**config.mk**
```make
export PLATFORM = sky130hd
export DESIGN_NAME = conv_norm_seq
export DESIGN_NICKNAME = d
export VERILOG_FILES = /design/src/rtl/conv_norm_pkg.sv /design/src/rtl/conv_norm_stage.sv /design/src/rtl/conv_norm_seq.sv
export SDC_FILE = /design/constraint.sdc
export NUM_CORES = 2
export LEC_CHECK = 0
export BUFFER_PORTS_ARGS = -buffer_cell sky130_fd_sc_hd__buf_2
export CAP_MARGIN = 25
export CORE_ASPECT_RATIO = 1.25
export CORE_MARGIN = 4
export CORE_UTILIZATION = 57
export CTS_BUF_LIST = sky130_fd_sc_hd__clkbuf_2
export DETAILED_ROUTE_END_ITERATION = 6
export PLACE_DENSITY = 0.88
export SLEW_MARGIN = 15
export SYNTH_ARGS = -nofsm -noshare
export SYNTH_HDL_FRONTEND = slang
export SYNTH_HIERARCHICAL = 1
export SYNTH_SLANG_ARGS = --single-unit
```
**constraint.sdc**
```tcl
create_clock -name sys_clk -period 26.6 [get_ports sys_clk]
set_clock_uncertainty 0.1 [all_clocks]
set_input_delay 1.33 -clock sys_clk [delete_from_list [all_inputs] [get_ports sys_clk]]
set_output_delay 1.33 -clock sys_clk [all_outputs]
set_load 0.02 [all_outputs]
```
**src/rtl/conv_norm_pkg.sv**
```systemverilog
// Shared types and helpers for the conv_norm_seq convolution sequencer.
package conv_norm_pkg;

   typedef enum logic [2:0] {
      ST_IDLE,
      ST_LOAD,
      ST_WAIT,
      ST_CONV,
      ST_DRAIN,
      ST_STOP
   } state_t;

   localparam int KERNEL_WORDS = 10;

   // Clamp a signed value to the range of a width-bit signed number.
   function automatic logic signed [63:0] sat_dw(input logic signed [63:0] value,
                                                 input int width);
      logic signed [63:0] hi;
      logic signed [63:0] lo;
      hi = (64'sd1 <<< (width - 1)) - 64'sd1;
      lo = -hi - 64'sd1;
      if (value > hi) return hi;
      if (value < lo) return lo;
      return value;
   endfunction

endpackage

```
**src/rtl/conv_norm_stage.sv**
```systemverilog
// Two-stage normaliser: y = sat((x - mean) * scale >>> FRAC).
// CONV_NORM_SAT_EN selects clamping with a sticky ovf flag; otherwise the result wraps.
module conv_norm_stage
   import conv_norm_pkg::*;
#(
   parameter int DW   = 16,
   parameter int CH_W = 2,
   parameter int FRAC = 8
) (
   input  logic                 clk,
   input  logic                 rst,
   input  logic                 valid,
   input  logic signed [DW-1:0] x,
   input  logic signed [DW-1:0] mean,
   input  logic signed [DW-1:0] scale,
   input  logic [CH_W-1:0]      ch,
   output logic [DW-1:0]        y,
   output logic                 y_valid,
   output logic [CH_W-1:0]      y_ch,
   output logic                 ovf
);

   logic signed [DW:0]   d_r;
   logic signed [DW-1:0] scale_r;
   logic                 v_r;
   logic [CH_W-1:0]      ch_r;
   logic signed [2*DW:0] prod;
   logic [DW-1:0]        y_n;
   logic                 clamp;
`ifdef CONV_NORM_SAT_EN
   logic signed [63:0]   wide;
   logic signed [63:0]   sat;
`endif

   always_comb begin
      prod = (2*DW+1)'(d_r) * (2*DW+1)'(scale_r);
`ifdef CONV_NORM_SAT_EN
      wide  = 64'(prod) >>> FRAC;
      sat   = sat_dw(wide, DW);
      y_n   = sat[DW-1:0];
      clamp = (sat != wide);
`else
      y_n   = DW'(prod >>> FRAC);
      clamp = 1'b0;
`endif
   end

   always_ff @(posedge clk or posedge rst) begin
      if (rst) begin
         d_r     <= '0;
         scale_r <= '0;
         v_r     <= 1'b0;
         ch_r    <= '0;
         y       <= '0;
         y_valid <= 1'b0;
         y_ch    <= '0;
         ovf     <= 1'b0;
      end else begin
         v_r     <= valid;
         y_valid <= v_r;
         if (valid) begin
            d_r     <= {x[DW-1], x} - {mean[DW-1], mean};
            scale_r <= scale;
            ch_r    <= ch;
         end
         // y and y_ch hold between results
         if (v_r) begin
            y    <= y_n;
            y_ch <= ch_r;
            if (clamp) ovf <= 1'b1;
         end
      end
   end

endmodule

```
**src/rtl/conv_norm_seq.sv**
```systemverilog
// Multi-kernel convolution sequencer with per-channel output normalisation.
// Build option: CONV_NORM_SAT_EN (saturate + err_ovf) vs. default wrap.
//
// state    | meaning
// ---------+--------------------------------------------------------------
// IDLE     | no weights yet; first weight word starts a load
// LOAD     | writing weight bank words 0..10*NUM_CH-1
// WAIT     | weights valid; waiting for a frame start or a reload
// CONV     | forwarding N*N pixels to the engine, counting results
// DRAIN    | waiting for all (N-2)^2 results to leave the normaliser
// STOP     | frame_done pulse, advance to next kernel set
//
// eng_weights word i (w11..w33, bias) sits at bits [i*DW +: DW].
module conv_norm_seq
   import conv_norm_pkg::*;
#(
   parameter int DW     = 16,
   parameter int NUM_CH = 4,
   parameter int SIZE_W = 9,
   parameter int FRAC   = 8,
   parameter int CH_W   = (NUM_CH > 1) ? $clog2(NUM_CH) : 1
) (
   input  logic                       sys_clk,
   input  logic                       sys_rst,
   input  logic [SIZE_W-1:0]          image_size,
   input  logic                       pi_weight_valid,
   input  logic [DW-1:0]              pi_weight,
   input  logic                       pi_data_valid,
   input  logic [DW-1:0]              pi_data,
   input  logic [NUM_CH*DW-1:0]       mean,
   input  logic [NUM_CH*DW-1:0]       scale,
   output logic [DW-1:0]              eng_data,
   output logic                       eng_data_valid,
   output logic [KERNEL_WORDS*DW-1:0] eng_weights,
   input  logic [DW-1:0]              eng_result,
   input  logic                       eng_result_valid,
   output logic [DW-1:0]              map_out,
   output logic                       map_out_valid,
   output logic [CH_W-1:0]            map_out_ch,
   output logic                       frame_done,
   output logic                       busy,
   output logic                       err_size,
   output logic                       err_ovf
);

   localparam int TOTAL = KERNEL_WORDS * NUM_CH;
   localparam int WC_W  = $clog2(TOTAL + 1);
   localparam int CNT_W = 2 * SIZE_W;

   state_t                     state;
   logic [WC_W-1:0]            word_cnt;
   logic [TOTAL*DW-1:0]        bank;
   logic                       weights_ready;
   logic [CH_W-1:0]            ch_idx;
   logic [CH_W-1:0]            ch_nxt;
   logic [CH_W-1:0]            ch_sel;
   logic [SIZE_W-1:0]          n_lat;
   logic [CNT_W-1:0]           pix_cnt;
   logic [CNT_W-1:0]           res_cnt;
   logic [CNT_W-1:0]           pix_last;
   logic [CNT_W-1:0]           res_total;
   logic                       rv_d1;
   logic [DW-1:0]              mean_c;
   logic [DW-1:0]              scale_c;
   logic [KERNEL_WORDS*DW-1:0] w_sel;

   always_comb begin
      ch_nxt    = (ch_idx == CH_W'(NUM_CH - 1)) ? '0 : ch_idx + CH_W'(1);
      // in STOP the output register picks up the next channel's kernel
      ch_sel    = (state == ST_STOP) ? ch_nxt : ch_idx;
      w_sel     = bank[ch_sel*KERNEL_WORDS*DW +: KERNEL_WORDS*DW];
      mean_c    = mean[ch_idx*DW +: DW];
      scale_c   = scale[ch_idx*DW +: DW];
      pix_last  = CNT_W'(n_lat) * CNT_W'(n_lat) - CNT_W'(1);
      res_total = CNT_W'(n_lat - SIZE_W'(2)) * CNT_W'(n_lat - SIZE_W'(2));
   end

   always_ff @(posedge sys_clk or posedge sys_rst) begin
      if (sys_rst) begin
         state          <= ST_IDLE;
         word_cnt       <= '0;
         bank           <= '0;
         weights_ready  <= 1'b0;
         ch_idx         <= '0;
         n_lat          <= '0;
         pix_cnt        <= '0;
         res_cnt        <= '0;
         rv_d1          <= 1'b0;
         eng_data       <= '0;
         eng_data_valid <= 1'b0;
         eng_weights    <= '0;
         frame_done     <= 1'b0;
         busy           <= 1'b0;
         err_size       <= 1'b0;
      end else begin
         eng_data_valid <= 1'b0;
         frame_done     <= 1'b0;
         rv_d1          <= eng_result_valid;
         if (state != ST_CONV && state != ST_DRAIN) eng_weights <= w_sel;

         case (state)
            ST_IDLE: begin
               if (pi_weight_valid) begin
                  bank[DW-1:0] <= pi_weight;
                  word_cnt     <= WC_W'(1);
                  state        <= ST_LOAD;
               end
            end
            ST_LOAD: begin
               if (pi_weight_valid && word_cnt < WC_W'(TOTAL)) begin
                  bank[word_cnt*DW +: DW] <= pi_weight;
                  word_cnt                <= word_cnt + WC_W'(1);
                  if (word_cnt == WC_W'(TOTAL - 1)) weights_ready <= 1'b1;
               end
               if (weights_ready && !pi_weight_valid) state <= ST_WAIT;
            end
            ST_WAIT: begin
               // a weight word here restarts the load with itself as word 0
               if (pi_weight_valid) begin
                  weights_ready <= 1'b0;
                  err_size      <= 1'b0;
                  ch_idx        <= '0;
                  bank[DW-1:0]  <= pi_weight;
                  word_cnt      <= WC_W'(1);
                  state         <= ST_LOAD;
               end else if (pi_data_valid) begin
                  if (image_size >= SIZE_W'(3)) begin
                     n_lat          <= image_size;
                     pix_cnt        <= CNT_W'(1);
                     res_cnt        <= '0;
                     eng_data       <= pi_data;
                     eng_data_valid <= 1'b1;
                     busy           <= 1'b1;
                     state          <= ST_CONV;
                  end else begin
                     err_size <= 1'b1;
                  end
               end
            end
            ST_CONV: begin
               if (eng_result_valid) res_cnt <= res_cnt + CNT_W'(1);
               if (pi_data_valid) begin
                  eng_data       <= pi_data;
                  eng_data_valid <= 1'b1;
                  pix_cnt        <= pix_cnt + CNT_W'(1);
                  if (pix_cnt == pix_last) state <= ST_DRAIN;
               end
            end
            ST_DRAIN: begin
               if (eng_result_valid) res_cnt <= res_cnt + CNT_W'(1);
               // rv_d1 mirrors the normaliser's first stage; once it is clear
               // the last result is in the output register this cycle
               if (res_cnt >= res_total && !rv_d1) begin
                  frame_done <= 1'b1;
                  busy       <= 1'b0;
                  state      <= ST_STOP;
               end
            end
            ST_STOP: begin
               ch_idx <= ch_nxt;
               state  <= ST_WAIT;
            end
            default: state <= ST_IDLE;
         endcase
      end
   end

   conv_norm_stage #(
      .DW   (DW),
      .CH_W (CH_W),
      .FRAC (FRAC)
   ) u_stage (
      .clk     (sys_clk),
      .rst     (sys_rst),
      .valid   (eng_result_valid),
      .x       (eng_result),
      .mean    (mean_c),
      .scale   (scale_c),
      .ch      (ch_idx),
      .y       (map_out),
      .y_valid (map_out_valid),
      .y_ch    (map_out_ch),
      .ovf     (err_ovf)
   );

endmodule

```
Word level (Yosys, flattened, before mapping)
Cells that the tools add are included.
{"block": "word_totals", "reg_bits": 932, "elab_cells": 149}
{"block": "classes", "addsub": 8, "mul": 4, "order_cmp": 3, "n_eq_ne": 26, "n_shift": 5, "n_mux": 54, "bitwise_logic": 1, "reduce_logical": 26}
{"operator": "640-bit bitwise mux", "count": 1}
{"operator": "16-bit by 34-bit variable shift with 640-bit output, first input constant", "count": 1}
{"operator": "16-bit by 34-bit indexed part select with 640-bit output", "count": 1}
{"operator": "640-bit by 11-bit indexed part select with 160-bit output", "count": 1}
{"operator": "18-bit two-way mux", "count": 8}
{"operator": "64-bit by 7-bit indexed part select with 16-bit output", "count": 2}
{"operator": "16-bit two-way mux", "count": 6}
{"operator": "18-bit one-hot mux with 2 select lines", "count": 2}
{"operator": "16-bit one-hot mux with 2 select lines", "count": 2}
{"operator": "18-bit by 1-bit adder with 18-bit output, second input constant", "count": 2}
{"operator": "10-bit negator with 34-bit output", "count": 1}
{"operator": "17-bit by 16-bit multiplier with 24-bit output", "count": 1}
{"operator": "3-bit two-way mux", "count": 8}
{"operator": "2-bit inequality test, second input constant", "count": 12}
{"operator": "18-bit == test", "count": 1}
{"operator": "18-bit >= comparator", "count": 1}
{"operator": "10-bit by 10-bit multiplier with 18-bit output", "count": 1}
{"operator": "9-bit by 9-bit multiplier with 18-bit output", "count": 1}
{"operator": "3-bit one-hot mux with 6 select lines", "count": 1}
{"operator": "18-bit by 1-bit subtractor with 18-bit output, second input constant", "count": 1}
{"operator": "16-bit by 16-bit subtractor with 17-bit output", "count": 1}
{"operator": "1-bit two-way mux", "count": 16}
{"operator": "5-bit AND reduction", "count": 3}
{"operator": "2-bit nonzero test", "count": 7}
{"operator": "28 further kinds", "count": 46}

Logic depth before layout (Yosys ltp)
{"block": "depth", "depth_word": 6, "mapped_depth": 32, "mapped_depth_nobuf": 31}

By module
The synthesis kept the hierarchy.
{"module": "conv_norm_seq", "instances": 1, "cells_each": 4400, "area_per_inst_um2": 45785.2}
{"module": "conv_norm_stage", "instances": 1, "cells_each": 1111, "area_per_inst_um2": 10366.2}

Worst setup path before layout
OpenSTA, ideal clock, no wires.
{"block": "synth_timing", "path_type": "register -> register", "from": "register n_lat[1]", "to": "register busy", "setup_time_ps": 125, "t_arrival_ps": 6710, "t_required_ps": 26375, "setup_slack_ps": 19664, "stages_incl_launch_ff": 30, "n_path_buf": 0, "period_less_slack_ps": 6936, "cell_sequence": "dfrtp_1 clkinv_1 ha_1 nor3b_1 xnor2_1 inv_1 nand2b_1 inv_1 fa_1 fa_1 ha_1 inv_1 fa_1 fa_1 inv_1 ha_1 o21a_1 o31a_1 o21a_1 o21a_1 o2111ai_1 nand4b_1 xnor2_1 ha_1 nand4_1 a211oi_1 o21ai_0 a2111o_1 nor3_1 nor2_1"}
{"block": "synth_via", "elab_chain_cells": 6}
{"element": "start: declaration", "line_no": "conv_norm_seq.sv:57", "source": "logic [SIZE_W-1:0] n_lat;"}
{"element": "start signal: assignment", "line_no": "conv_norm_seq.sv:128", "source": "n_lat <= image_size;"}
{"element": "9-bit by 2-bit subtractor with 10-bit output", "line_no": "conv_norm_seq.sv:75", "source": "res_total = CNT_W'(n_lat - SIZE_W'(2)) * CNT_W'(n_lat - SIZE_W'(2));"}
{"element": "10-bit by 10-bit multiplier with 18-bit output", "line_no": "conv_norm_seq.sv:75"}
{"element": "18-bit >= comparator", "line_no": "conv_norm_seq.sv:153", "source": "if (res_cnt >= res_total && !rv_d1) begin"}
{"element": "1-bit logical AND", "line_no": "conv_norm_seq.sv:153"}
{"element": "2-bit inequality test (no source line)"}
{"element": "5-bit AND reduction (no source line)"}
{"element": "end signal: assignment", "line_no": "conv_norm_seq.sv:93", "source": "busy <= 1'b0;"}
{"element": "end signal: assignment", "line_no": "conv_norm_seq.sv:133", "source": "busy <= 1'b1;"}
{"element": "end signal: assignment", "line_no": "conv_norm_seq.sv:155", "source": "busy <= 1'b0;"}
{"element": "end: declaration", "line_no": "conv_norm_seq.sv:41", "source": "output logic busy,"}
Every way passes these cells.
A chain may end at the register's enable or synchronous reset.

Worst setup path in the final report
Same ends and word-level chain as after synthesis.

==> results.tsv <==
metric	value	unit
drive_gt1_share	21.57	%
fmax	114.1	MHz
min_path_type	in2reg	
syn_to_final_growth	11.06	%
status	finished with violations	
finalSetupViolCount	0	
io_pins	390	
cp.required	27.93	ns
die_w	288.7	µm
via_per_inst	6.078	
synth_top_area_cell	dfrtp_1	
cp-start-kind	register	
port_buffers	388	
reg2reg_slack	17.84	ns
netlist_area	56150	µm²
pre_cts_ws	17.85	ns
drtIter0Drc	5097	
initial_core_util	57.57	%
design.die.area	103600	µm²
ys.flop_type	dfrtp_1	
synth.area.top_cells	dfrtp_1, fa_1, nand2_1	
critPathCaptureType	register	
post_cts_buffers	0	
fin_crit_sh	32.95	%
gp_congestion	0.8867	
numClockSinks	933	
row_count	128	
grt_pass1_vias	46824	
synthMostInstantiatedCell	nand2_1	
ys_seq_area_share	41.58	%
cts_resized	0	
min_period	8.764	ns
synth_seq_cells	933	
htreeDepth	4	
fill_cells	7090	
detail_route.first_pass.iterations	7	
num_vias	45099	
grtUsageTotal	31.13	%
core	97530	µm²
path_clk_slew	0.14	ns
synthArstFlopShare	100.0	%
violations	DRC	
crit_fanout	19	
finalNetCount	6634	
final_util	63.94	%
clk_latency	1.73	ns
slew_violations	0	
cts_buffers	218	
syn_inst	5511	
maxCapViolations	0	
yosysWarnings	6	
synth_common_cells	nand2_1, dfrtp_1, o21ai_0, inv_1, fa_1	
grt_pass1_wl	253.7	mm
arrival	10.10	ns
synth_edf_count	0	
cts_root_buf	clkbuf_2	
rsz0062_at_grt	false	
routed_wl	164.1	mm
fp.dieH	358.9	µm
drc_errors	4	
clockBufferDepth	3	
tns	0	ns
final_antenna_net_count	0	
max_stage_delay	0.81	ns
grt_start_max_net_pins	206	
fin_ws	17.84	ns
tritoncts	yes	
wl_per_cell	22.12	µm
synth_top_area_share	41.58	%
syn_area_per_cell	10.19	µm²
tightestPinTransition	1.172	ns
cp_slowest_cell	dfrtp_1	
final-hold-violation-count	0	
critical_path_class	reg2reg	
relSlewSlack	21.87	%
dp_hpwl	106.8	mm
ys_types	93	
overflow	0	
antenna_found_initial	19	
routing by layer:
metal  vias to the layer above  track usage, %  share of wire (%)
met3                       851           9.994                 12
li1                      19251               -                  -
met2                      2951           49.60                 47
met4                        20           17.17                6.6
met5                         -          0.6132               0.13
met1                     22026           37.57                 34
state kept, by name (all words and copies together), names as in the netlist, 2 cells and up:
name	count
res_cnt	18
bank	640
n_lat	9
u_stage/ch_r	2
pix_cnt	18
u_stage/d_r	17
eng_data	16
word_cnt	6
eng_weights	160
u_stage/y	16
ch_idx	2
state	3
u_stage/y_ch	2
u_stage/scale_r	16
kinds of logic after synthesis:
kind of cell,Yosys count,synth area share (%)
other,3,0.02005
XOR/XNOR,129,2.026
AO/OA/AOI/OAI,829,8.630
buffers and inverters,830,5.684
AND/OR/NAND/NOR,1831,13.88
adder cells (fa/ha/maj),505,15.30
multiplexers,451,12.88
flip-flops,933,41.58
layout make-up:
| type | instances | area (µm²) | share of cell area (%) |
|---|---|---|---|
| antenna | 18 | 45.04 | 0.07223 |
| clock buffer | 316 | 1582 | 2.536 |
| clock inverter | 67 | 464.2 | 0.7444 |
| inverter | 485 | 1828 | 2.931 |
| multi-input combinational | 3749 | 29670 | 47.58 |
| sequential | 933 | 23350 | 37.44 |
| tap | 1300 | 1627 | 2.608 |
| timing repair buffer | 552 | 3796 | 6.087 |
metrics by stage:
| stage | hold slack (ns) | instances | cell area [µm²] |
|---|---|---|---|
| after floorplan | 0.2704 | 5512 | 56160 |
| final | 0.04294 | 7420 | 62360 |
| after global placement | 0.3539 | 6902 | 58820 |
| after global routing | -0.02923 | 7405 | 62320 |
| after CTS | 0.003443 | 7369 | 61770 |
| after detailed placement | 0.3641 | 6913 | 58990 |
timing repair:
item                                    in CTS  in global routing
endpoints found under the setup margin       0                  0
hold buffers                                73                  1
hold endpoints to repair                   191                  1
cells in the final DEF (no fill, tap or decap), types with 12 or more instances in the layout:
cell / count
a211oi_1: 12
a21o_1: 17
a21oi_1: 56
and2_1: 134
and3_1: 15
buf_2: 388
buf_4: 49
buf_8: 24
clkbuf_2: 316
clkinv_1: 45
dfrtp_1: 931
diode_2: 18
dlygate4sd3_1: 74
fa_1: 303
ha_1: 202
inv_1: 478
mux2_2: 253
mux4_2: 192
nand2_1: 1329
nand2b_1: 21
nand3_1: 40
nand4_1: 19
nor2_1: 146
nor2b_1: 16
nor3_1: 32
o21ai_0: 531
o31ai_1: 127
or3_1: 20
xnor2_1: 78
xor2_1: 50
worst paths after layout:
check / from / endpoint / depth (start not counted)
max: n_lat[1] / busy / 29
min: eng_result[13] / u_stage/d_r[14] / 4
max reg2reg: n_lat[1] / busy / 29
min reg2reg: bank[34] / bank[34] / 2
max in group asynchronous: sys_rst / bank[556] / 7
min in group asynchronous: sys_rst / res_cnt[17] / 3
worst max-delay path: cells and delay by family, from the launching register on:
family	cells	cell delay, ns
adders and majority gates	8	3.24
AOI/OAI and AO/OA	8	1.80
buffers and inverters	5	0.97
and+or+nand+nor	6	0.97
DFF	1	0.81
xor gates and xnor gates	2	0.65
Power is left out: the tool's default activity adds up to more than one toggle a clock period on the data nets, which glitch-free logic cannot reach.
